===== src/rtl/conv1d_seq.sv =====
// conv1d_seq: job sequencer for a 3-tap signed MAC stage.
// It runs a 1-D, 3-tap correlation over a feature vector held in SRAM.
//
// For each job it:
//   - clears the MAC,
//   - shifts in 3 weights from weight memory,
//   - streams N features from feature memory,
//   - writes the N-2 valid MAC results to result memory.
//
// Ports:
//   clk, rst            clock, synchronous active-high reset
//   start               job request (only looked at in IDLE)
//   len, *_base         job length and base addresses, latched at start
//   busy, done, err     job status; err qualifies done (1 = len < 3)
//   w_rd/w_addr/w_rdata     weight memory read port (1-cycle read latency)
//   if_rd/if_addr/if_rdata  feature memory read port (1-cycle read latency)
//   mac_*               MAC control strobes and operand data
//   mac_out             MAC result (combinational from the MAC registers)
//   res_we/res_addr/res_data  result memory write port
//
// State table:
//   IDLE  | waiting for start
//   CLR   | MAC clear strobe
//   LDW   | three weight reads
//   LDF   | N feature reads
//   DRAIN | last features shift in and remaining results are written
//   DONE  | done pulse; err reports a rejected (too short) job

module conv1d_seq #(
    parameter int DATA_BIT = 16,
    parameter int ADDR_W   = 10,
    parameter int LEN_W    = 10,
    parameter int RELU_EN  = 0
) (
    input  logic                    clk,
    input  logic                    rst,
    input  logic                    start,
    input  logic [LEN_W-1:0]        len,
    input  logic [ADDR_W-1:0]       w_base,
    input  logic [ADDR_W-1:0]       if_base,
    input  logic [ADDR_W-1:0]       res_base,
    output logic                    busy,
    output logic                    done,
    output logic                    err,
    output logic                    w_rd,
    output logic [ADDR_W-1:0]       w_addr,
    input  logic [DATA_BIT-1:0]     w_rdata,
    output logic                    if_rd,
    output logic [ADDR_W-1:0]       if_addr,
    input  logic [DATA_BIT-1:0]     if_rdata,
    output logic                    mac_clear,
    output logic                    mac_w_w,
    output logic [DATA_BIT-1:0]     mac_w_in,
    output logic                    mac_if_w,
    output logic [DATA_BIT-1:0]     mac_if_in,
    input  logic [2*DATA_BIT+1:0]   mac_out,
    output logic                    res_we,
    output logic [ADDR_W-1:0]       res_addr,
    output logic [2*DATA_BIT+1:0]   res_data
);

    localparam int RES_W = 2*DATA_BIT + 2;

    typedef enum logic [2:0] {
        IDLE  = 3'd0,
        CLR   = 3'd1,
        LDW   = 3'd2,
        LDF   = 3'd3,
        DRAIN = 3'd4,
        DONE  = 3'd5
    } state_t;

    state_t              state;
    logic [LEN_W-1:0]    len_q;
    logic [ADDR_W-1:0]   w_base_q;
    logic [ADDR_W-1:0]   if_base_q;
    logic [ADDR_W-1:0]   res_ptr;
    logic [LEN_W-1:0]    idx;
    logic [LEN_W-1:0]    shift_cnt;
    logic                shift_d;
    logic [DATA_BIT-1:0] w_hold;
    logic [DATA_BIT-1:0] if_hold;
    logic                mac_valid;
    logic [RES_W-1:0]    res_next;

    assign busy = (state != IDLE);

    // Read data arrives one cycle after the read strobe and goes straight to
    // the MAC in that same cycle. The hold registers keep the operand buses
    // stable once the shift strobe drops.
    assign mac_w_in  = mac_w_w  ? w_rdata  : w_hold;
    assign mac_if_in = mac_if_w ? if_rdata : if_hold;

    // The MAC output is a real result once three features have been shifted
    // since the clear, and only in the cycle right after each shift.
    assign mac_valid = shift_d && (shift_cnt >= LEN_W'(3));
    assign res_next  = ((RELU_EN != 0) && mac_out[RES_W-1]) ? '0 : mac_out;

    always_ff @(posedge clk) begin
        if (rst) begin
            state     <= IDLE;
            len_q     <= '0;
            w_base_q  <= '0;
            if_base_q <= '0;
            res_ptr   <= '0;
            idx       <= '0;
            shift_cnt <= '0;
            shift_d   <= 1'b0;
            w_hold    <= '0;
            if_hold   <= '0;
            done      <= 1'b0;
            err       <= 1'b0;
            w_rd      <= 1'b0;
            w_addr    <= '0;
            if_rd     <= 1'b0;
            if_addr   <= '0;
            mac_clear <= 1'b0;
            mac_w_w   <= 1'b0;
            mac_if_w  <= 1'b0;
            res_we    <= 1'b0;
            res_addr  <= '0;
            res_data  <= '0;
        end else begin
            // MAC shift strobes trail the matching read strobes by one cycle.
            mac_w_w  <= w_rd;
            mac_if_w <= if_rd;
            shift_d  <= mac_if_w;
            if (mac_w_w)
                w_hold <= w_rdata;
            if (mac_if_w)
                if_hold <= if_rdata;

            if (mac_clear)
                shift_cnt <= '0;
            else if (mac_if_w && (shift_cnt != '1))
                shift_cnt <= shift_cnt + LEN_W'(1);

            res_we <= mac_valid;
            if (mac_valid) begin
                res_data <= res_next;
                res_addr <= res_ptr;
                res_ptr  <= res_ptr + ADDR_W'(1);
            end

            case (state)
                IDLE: begin
                    if (start) begin
                        len_q     <= len;
                        w_base_q  <= w_base;
                        if_base_q <= if_base;
                        res_ptr   <= res_base;
                        if (len < LEN_W'(3)) begin
                            state <= DONE;
                            done  <= 1'b1;
                            err   <= 1'b1;
                        end else begin
                            state     <= CLR;
                            mac_clear <= 1'b1;
                        end
                    end
                end
                CLR: begin
                    mac_clear <= 1'b0;
                    w_rd      <= 1'b1;
                    w_addr    <= w_base_q;
                    idx       <= LEN_W'(1);
                    state     <= LDW;
                end
                LDW: begin
                    if (idx == LEN_W'(3)) begin
                        w_rd    <= 1'b0;
                        if_rd   <= 1'b1;
                        if_addr <= if_base_q;
                        idx     <= LEN_W'(1);
                        state   <= LDF;
                    end else begin
                        w_addr <= w_addr + ADDR_W'(1);
                        idx    <= idx + LEN_W'(1);
                    end
                end
                LDF: begin
                    if (idx == len_q) begin
                        if_rd <= 1'b0;
                        idx   <= LEN_W'(1);
                        state <= DRAIN;
                    end else begin
                        if_addr <= if_addr + ADDR_W'(1);
                        idx     <= idx + LEN_W'(1);
                    end
                end
                // The last feature read needs three more cycles before its
                // result has been written.
                DRAIN: begin
                    if (idx == LEN_W'(3)) begin
                        done  <= 1'b1;
                        state <= DONE;
                    end else begin
                        idx <= idx + LEN_W'(1);
                    end
                end
                DONE: begin
                    done  <= 1'b0;
                    err   <= 1'b0;
                    state <= IDLE;
                end
                default: state <= IDLE;
            endcase
        end
    end

endmodule


===== config.mk =====
export PLATFORM = sky130hd
export DESIGN_NAME = conv1d_seq
export DESIGN_NICKNAME = d
export VERILOG_FILES = /design/src/rtl/conv1d_seq.sv
export SDC_FILE = /design/constraint.sdc
export NUM_CORES = 1
export LEC_CHECK = 0
export ABC_CLOCK_PERIOD_IN_PS = 2300
export CAP_MARGIN = 20
export CORE_UTILIZATION = 48
export CTS_CLUSTER_SIZE = 30
export DETAILED_ROUTE_END_ITERATION = 16
export PLACE_DENSITY = 0.8
export SLEW_MARGIN = 10
export SYNTH_ARGS = -nofsm -noshare
export SYNTH_HDL_FRONTEND = slang
export SYNTH_SLANG_ARGS = --single-unit

===== constraint.sdc =====
create_clock -name clk -period 2.3 [get_ports clk]
set_input_delay 0.46 -clock clk [delete_from_list [all_inputs] [get_ports clk]]
set_output_delay 0.46 -clock clk [all_outputs]
set_load 0.03 [all_outputs]

After elaboration in Yosys (flattened, before gate mapping):

Cells that the tools add are included.

* register bits after elaboration: 168
* output and inout bits: 105

* $add $sub $neg: 5
* magnitude comparators: 2
* equality and inequality tests: 17
* muxes and demuxes: 32
* reduce and logical (&&, ||, !) cells: 21

Operators with widths (number)
* 10-bit 2-to-1 mux: 9
* 10-bit by 1-bit adder with 10-bit output (second input constant): 5
* 10-bit case mux with 2 select lines: 2
* 10-bit case mux with 4 select lines: 1
* 16-bit 2-to-1 mux: 2
* 2-bit != test (second input constant): 9
* 3-bit 2-to-1 mux: 5
* 3-bit case mux with 5 select lines: 1
* 3-bit AND reduction: 4
* 10-bit == test: 1
* 10-bit by 2-bit == test with 1-bit output (second input constant): 1
* 10-bit by 2-bit >= comparator with 1-bit output (second input constant): 1
* 10-bit by 2-bit < comparator with 1-bit output (second input constant): 1
* 10-bit != test (second input constant): 1
* 1-bit case mux with 2 select lines: 4
* 2-bit AND reduction: 4
* 4-bit AND reduction: 2
* 2-bit nonzero test: 4
* 1-bit 2-to-1 mux: 7
* 3-bit by 2-bit == test with 1-bit output (second input constant): 2
* 3-bit == test (second input constant): 2
* 3-bit nonzero test: 2
* 4-bit nonzero test: 1
* 3-bit by 1-bit == test with 1-bit output (second input constant): 1
* 4 further kinds: 5

Logic depth before layout (Yosys ltp):

Gate-level depths: netlist (run 1).

* word-level depth: 5
* mapped depth: 8
* depth with buffers taken out: 6

Worst setup path after synthesis (run 1):

OpenSTA, ideal clock, no wires.

* kind: reg2out
* start: register mac_w_w
* end: output port mac_w_in[10]
* data arrival time: 1595 ps
* required time: 1840 ps
* setup slack: 245 ps
* cell stages (with the launch flop): 4
* path buffers: 2
* cells stage by stage: dfxtp_1 > clkbuf_1 > buf_1 > mux2_2

* word-level cells in the longest chain between the ends: 1

Ends and longest elaborated chain
* start, declared: line 52 `output logic mac_w_w,`
* start signal, assigned: line 125 `mac_w_w <= w_rd;`
* 16-bit 2-to-1 mux
* end, declared: line 53 `output logic [DATA_BIT-1:0] mac_w_in,`

Every way passes these cells.

Final worst setup path (run 1):

* start: register state[0]
* end: output port busy

* word-level cells in the longest chain between the ends: 1

Ends and longest elaborated chain
* start, declared: line 73 `state_t state;`
* start signal, assigned: line 101 `state <= IDLE;`
* start signal, assigned: line 153 `state <= DONE;`
* start signal, assigned: line 157 `state <= CLR;`
* 3-bit nonzero test: line 86 `assign busy = (state != IDLE);`
* end, declared: line 42 `output logic busy,`

Every way passes these cells.

==> run summary, run 1 <==
Counting both buffers and inverters, the worst setup path holds a total of 1. The buffer type at the clock tree root is clkbuf_16. Summed over all layers, the routed wires come to 19.6 mm.

The clock latency on the worst-skew pair came out at 0.43 ns. The maximum fanout count along the critical path came out at 12. The logic depth of the worst register-to-register path is 5.

The via count of the first global-routing pass came out at around 6,400. The number of inserted diodes is 0. After floorplanning, the core was divided into 45 placement rows. The maximum level of the CTS H-tree is 4. By area the synthesized netlist is led by dfxtp_1 44%, nand2_1 7.3%, mux2_2 4.8%. The final critical delay including setup and external delays came out at 2.22 ns. The worst setup skew after layout is 0.00984 ns. The total power per unit cell area is roughly 680 mW/mm^2. The number of cells produced by synthesis came out at roughly 860. The share of the synthesized area in the top cell type came out at 44.4%. The count of final hold-check violations is 0.

From synthesis to final layout, the design area changed by 38.8%. The run finished with clean final reports. After synthesis, the share of flip-flops with an asynchronous set or reset is 0%. The synthesized netlist net count came out at ~970. In the synthesized netlist, the cells that appear most often are 168 x dfxtp_1, 147 x nand2_1, 66 x a21oi_1. Dividing the detail-routed wire length by the instance count gives 15.1 um. The height of the die is between 100 and 150 um. The setup check on the worst reg-to-reg path leaves a slack of 0.21 ns. The region available for standard cell placement spans about 0.015 mm^2. The measured slew at the worst slew-check pin came out at 0.765 ns.

The endpoint class of the critical path is an output pin. On the critical path, the stage with the largest delay is an instance of clkdlybuf4s50_1. Traced cell by cell, the critical path runs through nor2_1, nand2_1, clkdlybuf4s50_1. The number of antenna violations at the first check in global routing came out at 0. The setup path with the least slack is of type reg -> out. The cell taking the most area after synthesis is dfxtp_1. The detailed-placement wirelength estimate is roughly 14 mm. The worst hold path terminates at mac_w_w$_SDFF_PP0_. The synthesized area per cell came out at 8.84 um^2. The sequential cell area fraction in the yosys report came out at roughly 44%.

Setup repair after global routing left no endpoint under its margin. The arrival time at the worst endpoint is 1.76 ns. The via total after detailed routing came out at a little under 7,000. The startpoint identified for the worst register-to-register timing path is shift_cnt[5]$_SDFFE_PP0P_. The number of search-and-repair iterations in the first detailed-routing pass is 6. During synthesis, Yosys emitted a total of 0 warnings.

The post-detailed-route via-to-cell ratio is 5.35. Entering global routing, the biggest net connects 58 pins. The final number of max-transition violations came out at 0. The total die area is 0.0163 mm^2. The maximum VDD drop is 0.000545 V. The horizontal extent of the die is 128 um.

The number of setup violations in the final report is 0. The endpoint identified for the worst register-to-register timing path is res_ptr[1]$_SDFF_PP0_. The netlist area before placement came out at between 0.007 and 0.008 mm^2.

The number of antenna-violating nets in the routed design came out at 0. The data required time of the worst path is 1.84 ns. The total negative slack is 0 ns. The family of cells with the greatest summed delay on the critical path is buffers and inverters. Synthesis inferred around 170 register bits.

The global-route wire length before repair came out at between 30 and 40 mm. The tool flagged a number of max-cap violations equal to 0. The longest individual stage delay on the worst path is between 0.6 and 0.7 ns.

No sink is reached through more buffers than the 2 on the longest clock path. The cell count of the worst hold path came out at 2. The congestion estimate from routability-driven global placement came to 0.877. The worst-case headroom to the max-slew limit is 48.5%. At the end of the flow, the number of nets in the layout was approximately 1,200. Counting flops with a built-in enable in the synthesized netlist gives 0.

The overall global routing resource usage is about a quarter. The number of buffers created by CTS came out at 17. Buffers placed on the I/O ports in this run total 213. The launch point of the worst hold path is rst.

STA classifies the critical path startpoint as a flop. The most used flip-flop cell after synthesis is dfxtp_1. The number of sinks handled by clock tree synthesis is about 170. The sum of internal, switching and leakage power is ~0.007 W. The kind of path behind the tightest hold check is in -> reg. After the first detailed-routing iteration, the DRC count stood at ~570. Clock-pin slew was measured on the worst setup and hold paths at 0.06 ns. The sum of overflow across all layers after global routing came out at 0. The number of top-level pins came out at 214. The number of remaining DRC errors came out at 0. The number of distinct library cells after synthesis came out at 66. TritonCTS built the clock tree. The most common cell in the synthesized netlist is dfxtp_1. Once the floorplan was initialized, standard cells occupied around 49% of the core. For this design the static power due to leakage is ~3.8 nW. The count of hold-fix buffers inserted at cts came out at 0. Cells with a size suffix above 1 make up 17.6% of the layout.

The part of the cycle the worst path needs is 96.6%. The maximum achievable frequency came out at 450 MHz.
## worst register-to-register path, stage by stage, from the launching register on
cell,delay [ns]
dfxtp_1,0.34
or4_4,0.56
o41ai_4,0.47
buf_4,0.31
nand2_2,0.08
a311oi_2,0.25
## timing repair
item / CTS / global route
setup buffers: 0 / 0
gates resized for setup: 33 / 0
endpoints found under the hold margin: 0 / 0
endpoints found under the setup margin: 33 / 0
## sequential cells by signal, indices dropped and copies added, names as in the netlist, 3 cells and up
register / flops
w_hold: 16
shift_cnt: 10
len_q: 10
res_ptr: 10
if_addr: 10
idx: 10
state: 3
if_base_q: 10
res_data: 34
w_base_q: 10
res_addr: 10
w_addr: 10
if_hold: 16
## metrics by stage
step           worst slack, ns  hold slack [ns]  instances  area, um^2  util, %
2_1_floorplan            0.245            0.433        857        7570        -
3_3_place_gp             0.109            0.442       1262        9960     65.0
3_5_place_dp            0.0875            0.448       1262        9960     65.0
4_1_cts                 0.0819            0.289       1294       10500     68.6
5_1_grt                 0.0303            0.303       1294       10500     68.6
6_report                0.0790            0.309       1294       10500     68.6
## placed cells by master, fill, tap and decap left out, types with 10 or more instances in the layout
cell type,n
nor2_1,48
o31ai_1,10
nand3_1,18
clkdlybuf4s50_1,180
a21oi_2,39
xnor2_1,18
clkbuf_16,17
nand2_2,40
a211oi_1,12
dlygate4sd2_1,32
and2_1,33
nand2_1,147
mux2_2,32
a21oi_1,66
buf_4,30
dfxtp_1,167
nand4_1,16
o21ai_0,26
nor3_1,11
## power by group
part | switching [W] | internal (W) | total (W)
combinational | 0.000599 | 0.000520 | 0.00112
clock | 0.00121 | 0.00163 | 0.00284
sequential | 0.000115 | 0.00303 | 0.00315
total | 0.00192 | 0.00518 | 0.00710
## how the worst max path moves through the flow
stage                          startpoint            end  cells after the start
CTS                 state[0]$_SDFFE_PP0P_           busy                      3
detailed placement            w_rdata[15]   mac_w_in[15]                      3
finish              state[0]$_SDFFE_PP0P_           busy                      3
floorplan              mac_w_w$_SDFF_PP0_   mac_w_in[10]                      3
global route        state[0]$_SDFFE_PP0P_           busy                      3
global placement             if_rdata[10]  mac_if_in[10]                      3
## kinds of logic (layout without fill, tap and decap cells)
logic type                 Yosys count  after routing  synth area share (%)
muxes                               34             34                  5.02
and+or+nand+nor                    364            364                  24.0
adders and majority gates            5              5                 0.826
xor gates and xnor gates            27             27                  3.12
DFF                                168            168                  44.4
buffers and inverters               61            287                  4.66
AOI/OAI and AO/OA                  198            198                  18.0
## layout make-up
| type | instances | area, um^2 |
|---|---|---|
| Clock buffer | 18 | 439 |
| Clock inverter | 14 | 151 |
| Fill cell | 1303 | 4810 |
| Inverter | 9 | 33.8 |
| Multi-Input combinational cell | 628 | 3870 |
| Sequential cell | 168 | 3360 |
| Tap cell | 211 | 264 |
| Timing Repair Buffer | 246 | 2390 |
## metal layers
metal | vias up | global-route usage (%) | wire (um)
met3 | 33 | 5.36 | 1140
met1 | 3247 | 30.7 | 8530
met5 | - | 0 | 0
met2 | 223 | 40.6 | 9460
met4 | 0 | 9.90 | 433
li1 | 3424 | - | -
Power figures use the tool's default switching activity.
==> inputs of run 2 (changes only) <==
--- a/config.mk
+++ b/config.mk
@@ -5,12 +5,12 @@
 export SDC_FILE = /design/constraint.sdc
 export NUM_CORES = 1
 export LEC_CHECK = 0
-export ABC_CLOCK_PERIOD_IN_PS = 2300
+export ABC_CLOCK_PERIOD_IN_PS = 2000
 export CAP_MARGIN = 20
-export CORE_UTILIZATION = 48
+export CORE_UTILIZATION = 43
 export CTS_CLUSTER_SIZE = 30
 export DETAILED_ROUTE_END_ITERATION = 16
-export PLACE_DENSITY = 0.8
+export PLACE_DENSITY = 0.76
 export SLEW_MARGIN = 10
 export SYNTH_ARGS = -nofsm -noshare
 export SYNTH_HDL_FRONTEND = slang
==> constraint.sdc (replaced) <==
create_clock -name clk -period 2 [get_ports clk]
set_input_delay 0.4 -clock clk [delete_from_list [all_inputs] [get_ports clk]]
set_output_delay 0.4 -clock clk [all_outputs]
set_load 0.03 [all_outputs]
==> run summary, run 2 (synthesis results as in run 1) <==
The cell at the slowest stage of the critical path is clkdlybuf4s50_1. The share of post-route cells with drive strength above 1 is 23.4%. The maximum level of the CTS H-tree is 4. The number of setup violations in the final report is 0.

The clock passes through at most 2 buffers. TritonCTS built the clock tree. The sum of overflow across all layers after global routing came out at 0. The kind of path behind the tightest hold check is in -> reg. The effective utilization at floorplan came out at 43.9%. The number of filler cells placed in the layout is 1,483. The horizontal extent of the die came out at 135 um.

In this design, the largest share of critical-path delay is due to buffers and inverters. The final design instance area without fill is 0.0108 mm^2. The most common cell after layout, fill and taps aside is clkdlybuf4s50_1.

After layout, the minimum clock period comes to 1.96 ns. The startpoint identified for the worst register-to-register timing path is shift_cnt[5]$_SDFFE_PP0P_. VDD sags by at most 0.000598 V. In the final layout, the registers with the most flip-flops are res_data: 34 flops, if_hold: 16 flops, w_hold: 16 flops.

The first global-routing pass estimated 31.8 mm of wire. The number of buffers created by CTS came out at 17. Entering global routing, the biggest net connects 69 pins. The final layout net count came out at ~1,200.

The total power per unit cell area came out at approximately 800 mW/mm^2. The mean routed wirelength per cell came out at 15.2 um. The clock latency on the worst-skew pair came out at 0.44 ns. The data required time of the worst path is 1.60 ns. The number of remaining DRC errors is 0. The classification of the worst setup path is reg -> out. The total negative slack is 0 ns. The maximum fanout count along the critical path came out at 5. The number of antenna-violating nets in the routed design is 0. The final number of max-transition violations came to 0. Measured against its own limit, the worst slew margin works out to 67.7%. The number of antenna violations at the first check in global routing is 0. Ranked by flip-flop count, first place goes to res_data. The critical path ends at w_addr[3]. The number of inserted diodes came out at 0. The part of the cycle the worst path needs is 98.1%. STA puts the critical path data arrival time at roughly 1.6 ns. The worst setup skew after layout came out at 0.0231 ns. The count of port buffers added during placement came out at 213. The count of final hold-check violations is 0. Walking the worst path, the cells encountered are clkdlybuf4s50_1. On the worst path, the slowest cell contributes a delay of 0.70 ns. The number of search-and-repair iterations in the first detailed-routing pass came out at 5. The via total after detailed routing is 7,038. The area of all sequential standard cells came out at around 0.0034 mm^2. Counting cells, the worst reg-to-reg path comes to 6. The run finished with clean final reports. The via count of the first global-routing pass was 6,511. The worst setup path is launched from a flop. From synthesis to final layout, the design area changed by 42.7%.

STA classifies the critical path endpoint as an output pin. The row count came out at between 40 and 50. The aggregate routed wire length is 20.2 mm. The placeable core region came out at 0.0172 mm^2.

For this block, the initial DRC count from the detailed router was 392. The total die area is approximately 0.018 mm^2. For the pin with the worst max-slew slack, the measured transition is 0.480 ns. The number of sinks handled by clock tree synthesis came out at around 170. Max-cap violations in this run came to 0. The endpoint identified for the worst register-to-register timing path is res_ptr[9]$_SDFF_PP0_. The number of buffer and inverter stages on the critical path is 1. The maximum achievable frequency is 510 MHz. For this run, the total global-route usage over all layers was measured as 21.8%. The height of the die is 135 um. Dividing the detail-routed via count by the number of cells gives 5.28. The leakage power figure came out at around 4.0 nW. The buffer type at the clock tree root is clkbuf_16.

The number of flip-flops under the largest register name came out at 34. The top cell types in the final layout, fill and taps aside, are 168 x clkdlybuf4s50_1, 165 x dfxtp_1, 147 x nand2_1, 81 x buf_4, 66 x a21oi_1. The cell area after placement came out at 0.0101 mm^2. The most critical setup path has its startpoint at w_addr[3]$_SDFFE_PP0P_. The combined area of the multi-input logic cells is 0.00391 mm^2. The congestion estimate from routability-driven global placement came to 0.909. The worst register-to-register path has a setup slack of 0.09 ns. Buffers inserted to repair hold after CTS numbered 0. The total number of cells along the worst setup path came out at 1. The number of top-level pins came out at approximately 210.

Detailed placement ended at an HPWL of 14.1 mm. The clock slew seen by the registers of the worst setup and hold paths is 0.07 ns.
-- run 2: cell types whose count changed in the layout (fill, tap and decap cells not counted), moves of 2 or more --
cell | before | now
dfxtp_1 | 167 | 165
clkinv_2 | 2 | 4
clkinv_4 | 4 | 2
clkinvlp_4 | 5 | 2
clkdlybuf4s50_1 | 180 | 168
o311ai_2 | 0 | 2
bufinv_16 | 2 | 4
o311ai_1 | 4 | 2
buf_4 | 30 | 81
buf_6 | 0 | 3
inv_6 | 1 | 3
dlygate4sd2_1 | 32 | 7
dlymetal6s2s_1 | 0 | 4
-- run 2: final cells by class --
cell class,instances,area share (%)
Multi-Input combinational cell,628,36.2
Sequential cell,168,31.2
Timing Repair Buffer,270,23.9
Clock buffer,17,3.94
Tap cell,225,2.61
Clock inverter,15,1.84
Inverter,9,0.313
-- run 2: report_power, final --
part	total, W	internal [W]	switching, W	leakage (nW)
Sequential	0.00361	0.00349	0.000124	1.36
Clock	0.00350	0.00210	0.00140	0.304
Combinational	0.00135	0.000632	0.000719	2.35
-- run 2: how the worst min path moves through the flow --
stage / start / end / slack [ns] / cells after the start
floorplan: if_base_q[6]$_SDFFE_PP0P_ / if_base_q[6]$_SDFFE_PP0P_ / 0.43 / 2
global placement: res_data[2]$_SDFFE_PP0N_ / res_data[2]$_SDFFE_PP0N_ / 0.44 / 2
detailed placement: if_base_q[6]$_SDFFE_PP0P_ / if_base_q[6]$_SDFFE_PP0P_ / 0.45 / 2
CTS: rst / if_base_q[6]$_SDFFE_PP0P_ / 0.26 / 2
global route: rst / if_addr[0]$_SDFFE_PP0P_ / 0.28 / 2
finish: rst / if_base_q[7]$_SDFFE_PP0P_ / 0.27 / 2
-- run 2: repair_timing --
item,CTS,global route
setup buffers,0,4
pin swaps,0,7
setup endpoints to repair,23,62
gates resized for setup,8,22
gates cloned,0,1
endpoints found under the hold margin,0,0
-- run 2: per-stage QoR --
| step | worst slack (ns) | std cells | power, W | hold WS (ns) | utilization, % |
|---|---|---|---|---|---|
| global route | -0.00771 | 1332 | 0.00878 | 0.284 | 62.7 |
| CTS | 0.000761 | 1327 | 0.00850 | 0.258 | 61.9 |
| floorplan | 0.00456 | 857 | 0.00439 | 0.433 | - |
| detailed placement | 0.0173 | 1295 | 0.00501 | 0.447 | 58.4 |
| finish | 0.0381 | 1332 | 0.00846 | 0.269 | 62.7 |
| global placement | 0.0623 | 1295 | 0.00500 | 0.442 | 58.4 |
-- run 2: metal layers --
metal  GRT usage, %  vias to the layer above  share of wire [%]
met3           4.20                       36                4.9
met5              0                        -                  0
met2           35.8                      219                 49
li1               -                     3464                  -
met4           8.68                        0                1.9
met1           28.1                     3319                 44
==> inputs of run 3 (changes only) <==
--- a/config.mk
+++ b/config.mk
@@ -5,12 +5,12 @@
 export SDC_FILE = /design/constraint.sdc
 export NUM_CORES = 1
 export LEC_CHECK = 0
-export ABC_CLOCK_PERIOD_IN_PS = 2000
+export ABC_CLOCK_PERIOD_IN_PS = 1950
 export CAP_MARGIN = 20
-export CORE_UTILIZATION = 43
+export CORE_UTILIZATION = 48
 export CTS_CLUSTER_SIZE = 30
 export DETAILED_ROUTE_END_ITERATION = 16
-export PLACE_DENSITY = 0.76
+export PLACE_DENSITY = 0.8
 export SLEW_MARGIN = 10
 export SYNTH_ARGS = -nofsm -noshare
 export SYNTH_HDL_FRONTEND = slang
==> constraint.sdc (replaced) <==
create_clock -name clk -period 1.95 [get_ports clk]
set_input_delay 0.39 -clock clk [delete_from_list [all_inputs] [get_ports clk]]
set_output_delay 0.39 -clock clk [all_outputs]
set_load 0.03 [all_outputs]
==> run summary, run 3 (synthesis results as in run 1) <==
The number of setup violations in the final report is 0. The largest individual stage delay along the critical path comes from the cell clkdlybuf4s50_1. The horizontal extent of the die is 128 um. The number of search-and-repair iterations in the first detailed-routing pass is 4. The maximum achievable frequency is 525 MHz. The endpoint of the worst register-to-register path is idx[7]$_SDFFE_PP0P_.

The placer's final routability congestion estimate is between 0.9 and 1. The aggregate routed wire length is approximately 20 mm. The final critical delay including setup and external delays came out at 1.91 ns. The clock latency on the worst-skew pair is roughly 0.43 ns. The cell count of the worst hold path came out at 2. Counting flops per register, the top entry is res_data. The floorplan step defined a core boundary enclosing 0.0153 mm^2.

The family of cells with the greatest summed delay on the critical path is buffers and inverters. In this run the most critical hold path is launched from rst. The mean routed wirelength per cell is 15.4 um.

The via count of the first global-routing pass came out at 6,383. The arrival time at the worst endpoint came out at 1.52 ns. CTS built an H-tree with a depth of 4. The classification of the worst setup path is reg -> out. The worst-case register-to-register setup slack is about 0.044 ns. The sum of internal, switching and leakage power is 0.00864 W. Power spread over the standard cell area amounts to around 800 mW/mm^2.

The via total after detailed routing came out at a little over 7,000. The number of inserted diodes is 0. The sum of overflow across all layers after global routing is 0. The run finished with clean final reports. The clock slew seen by the registers of the worst setup and hold paths is 0.06 ns.

The register with the most flip-flops in the layout has 34 of them. TritonCTS built the clock tree. The maximum VDD drop is 0.000583 V. The number of buffers created by CTS is 17. The detailed-placement wirelength estimate is 14.0 mm. The final number of max-transition violations is 0. The library cells used most frequently in the layout, excluding fill and tap cells, are 165 x dfxtp_1, 162 x clkdlybuf4s50_1, 147 x nand2_1, 78 x buf_4, 65 x a21oi_1. The worst hold-check slack came out at 0.258 ns. The count of final hold-check violations is 0. Leaving out fill and tap cells, the most frequent cell in the layout is dfxtp_1. The nature of the critical path startpoint is a flop.

The multi-input combinational cells in the finished layout cover a total of 0.00394 mm^2. The area of all sequential standard cells came out at 0.00337 mm^2. The number of filler cells placed in the layout came out at 1,220. The data required time of the worst path came out at between 1.5 and 2 ns. The share of post-route cells with drive strength above 1 came out at 23.1%.

The hold-critical path endpoint is if_base_q[0]$_SDFFE_PP0P_. The part of the cycle the worst path needs came out at 97.8%. The final layout net count is between 1,000 and 1,500.

The root buffer cell chosen for the clock tree is clkbuf_16. The overall global routing resource usage came out at between 20 and 25%. The number of top-level pins is 214. Traced cell by cell, the critical path runs through clkdlybuf4s50_1. In this run the tool buffered the top-level ports with 213 buffer cells.

The startpoint identified for the worst register-to-register timing path is idx[0]$_SDFFE_PP0P_. The largest single stage delay on the critical path is between 0.6 and 0.7 ns. Entering global routing, the biggest net connects 64 pins. The worst-case headroom to the max-slew limit is 67.5%. The effective utilization at floorplan is 49.4%. The total of max-cap violations came out at 0. The number of remaining DRC errors is 0. The initialized floorplan defines 45 standard-cell rows.

The number of sinks handled by clock tree synthesis is 168. The post-detailed-route via-to-cell ratio is 5.35. Relative to the synthesized area, the layout overhead comes to 42.7%. For the pin with the worst max-slew slack, the measured transition is between 0.4 and 0.5 ns.

The logic depth of the worst register-to-register path came out at 8. The number of buffers and inverters on the critical path is 1. Once detail routing completed, the nets flagged for antenna violations numbered 0. The endpoint class of the critical path is an output pin. The number of buffers on the longest clock path is 2. The initial detailed-routing violation count is 404. The largest registers in the layout are res_data: 34 flops, if_hold: 16 flops, w_hold: 16 flops. The worst setup skew after layout is 0.0101 ns.

Of all nets on the critical path, the largest fanout is 3. The number of antenna violations at the first check in global routing is 0. The leakage power figure is 4.06 nW. The total die area is 0.0163 mm^2.

The die is 128 um tall. In this run the worst hold path is classified as in -> reg. The global-route wire length before repair came out at 31.4 mm.
-- run 3: cell types whose count changed in the layout (fill, tap and decap cells not counted), moves of 2 or more --
cell             before  now
buf_12                5    8
buf_4                81   78
buf_6                 3    1
clkbuf_1              0    3
clkdlybuf4s50_1     168  162
clkinv_2              4    2
dlygate4sd2_1         7   11
dlymetal6s2s_1        4    6
inv_6                 3    1
-- run 3: power breakdown --
| group | switching [W] | leakage (nW) | internal [W] |
|---|---|---|---|
| Clock | 0.00137 | 0.298 | 0.00218 |
| Combinational | 0.000731 | 2.40 | 0.000651 |
| Sequential | 0.000134 | 1.36 | 0.00357 |
| Total | 0.00223 | 4.06 | 0.00641 |
-- run 3: final cells by class --
class	count	area share, %
Clock inverter	11	1.59
Multi-Input combinational cell	629	36.5
Timing Repair Buffer	267	23.8
Sequential cell	168	31.2
Tap cell	211	2.44
Inverter	9	0.313
Clock buffer	21	4.17
-- run 3: routing by layer --
layer	part of all wire (%)	up-vias	GRT usage, %
met5	0	-	0
met4	1.2	0	7.68
met3	5.0	27	4.86
met2	49	237	41.2
met1	44	3305	30.8
li1	-	3469	-
-- run 3: stage by stage --
stage	setup TNS, ns	std cells	setup slack, ns	cell area, um^2	util [%]
CTS	0	1312	0.00285	10700	69.7
detailed placement	-0.0620	1280	-0.0447	10100	65.7
global route	-0.0252	1316	-0.0139	10800	70.6
finish	0	1316	0.0436	10800	70.6
floorplan	0	857	0.0476	7570	-
global placement	0	1280	0.0124	10100	65.7
-- run 3: worst max path at each step --
stage	from	to	slack, ns	cells after the start
final	mac_clear$_SDFFE_PP0P_	mac_clear	0.04	1
after global routing	idx[0]$_SDFFE_PP0P_	idx[6]$_SDFFE_PP0P_	-0.01	6
after CTS	if_addr[3]$_SDFFE_PP0P_	if_addr[3]	0.003	1
after detailed placement	shift_cnt[5]$_SDFFE_PP0P_	res_ptr[8]$_SDFF_PP0_	-0.04	5
after global placement	shift_cnt[5]$_SDFFE_PP0P_	res_ptr[6]$_SDFF_PP0_	0.01	5
after floorplan	shift_cnt[5]$_SDFFE_PP0P_	res_ptr[0]$_SDFF_PP0_	0.05	5
-- run 3: what timing repair did --
action / in CTS / in global routing
gates cloned: 0 / 2
pin swaps: 0 / 4
endpoints found under the setup margin: 30 / 47
gates resized for setup: 14 / 21
buffers inserted: 0 / 2
hold buffers: 0 / 0
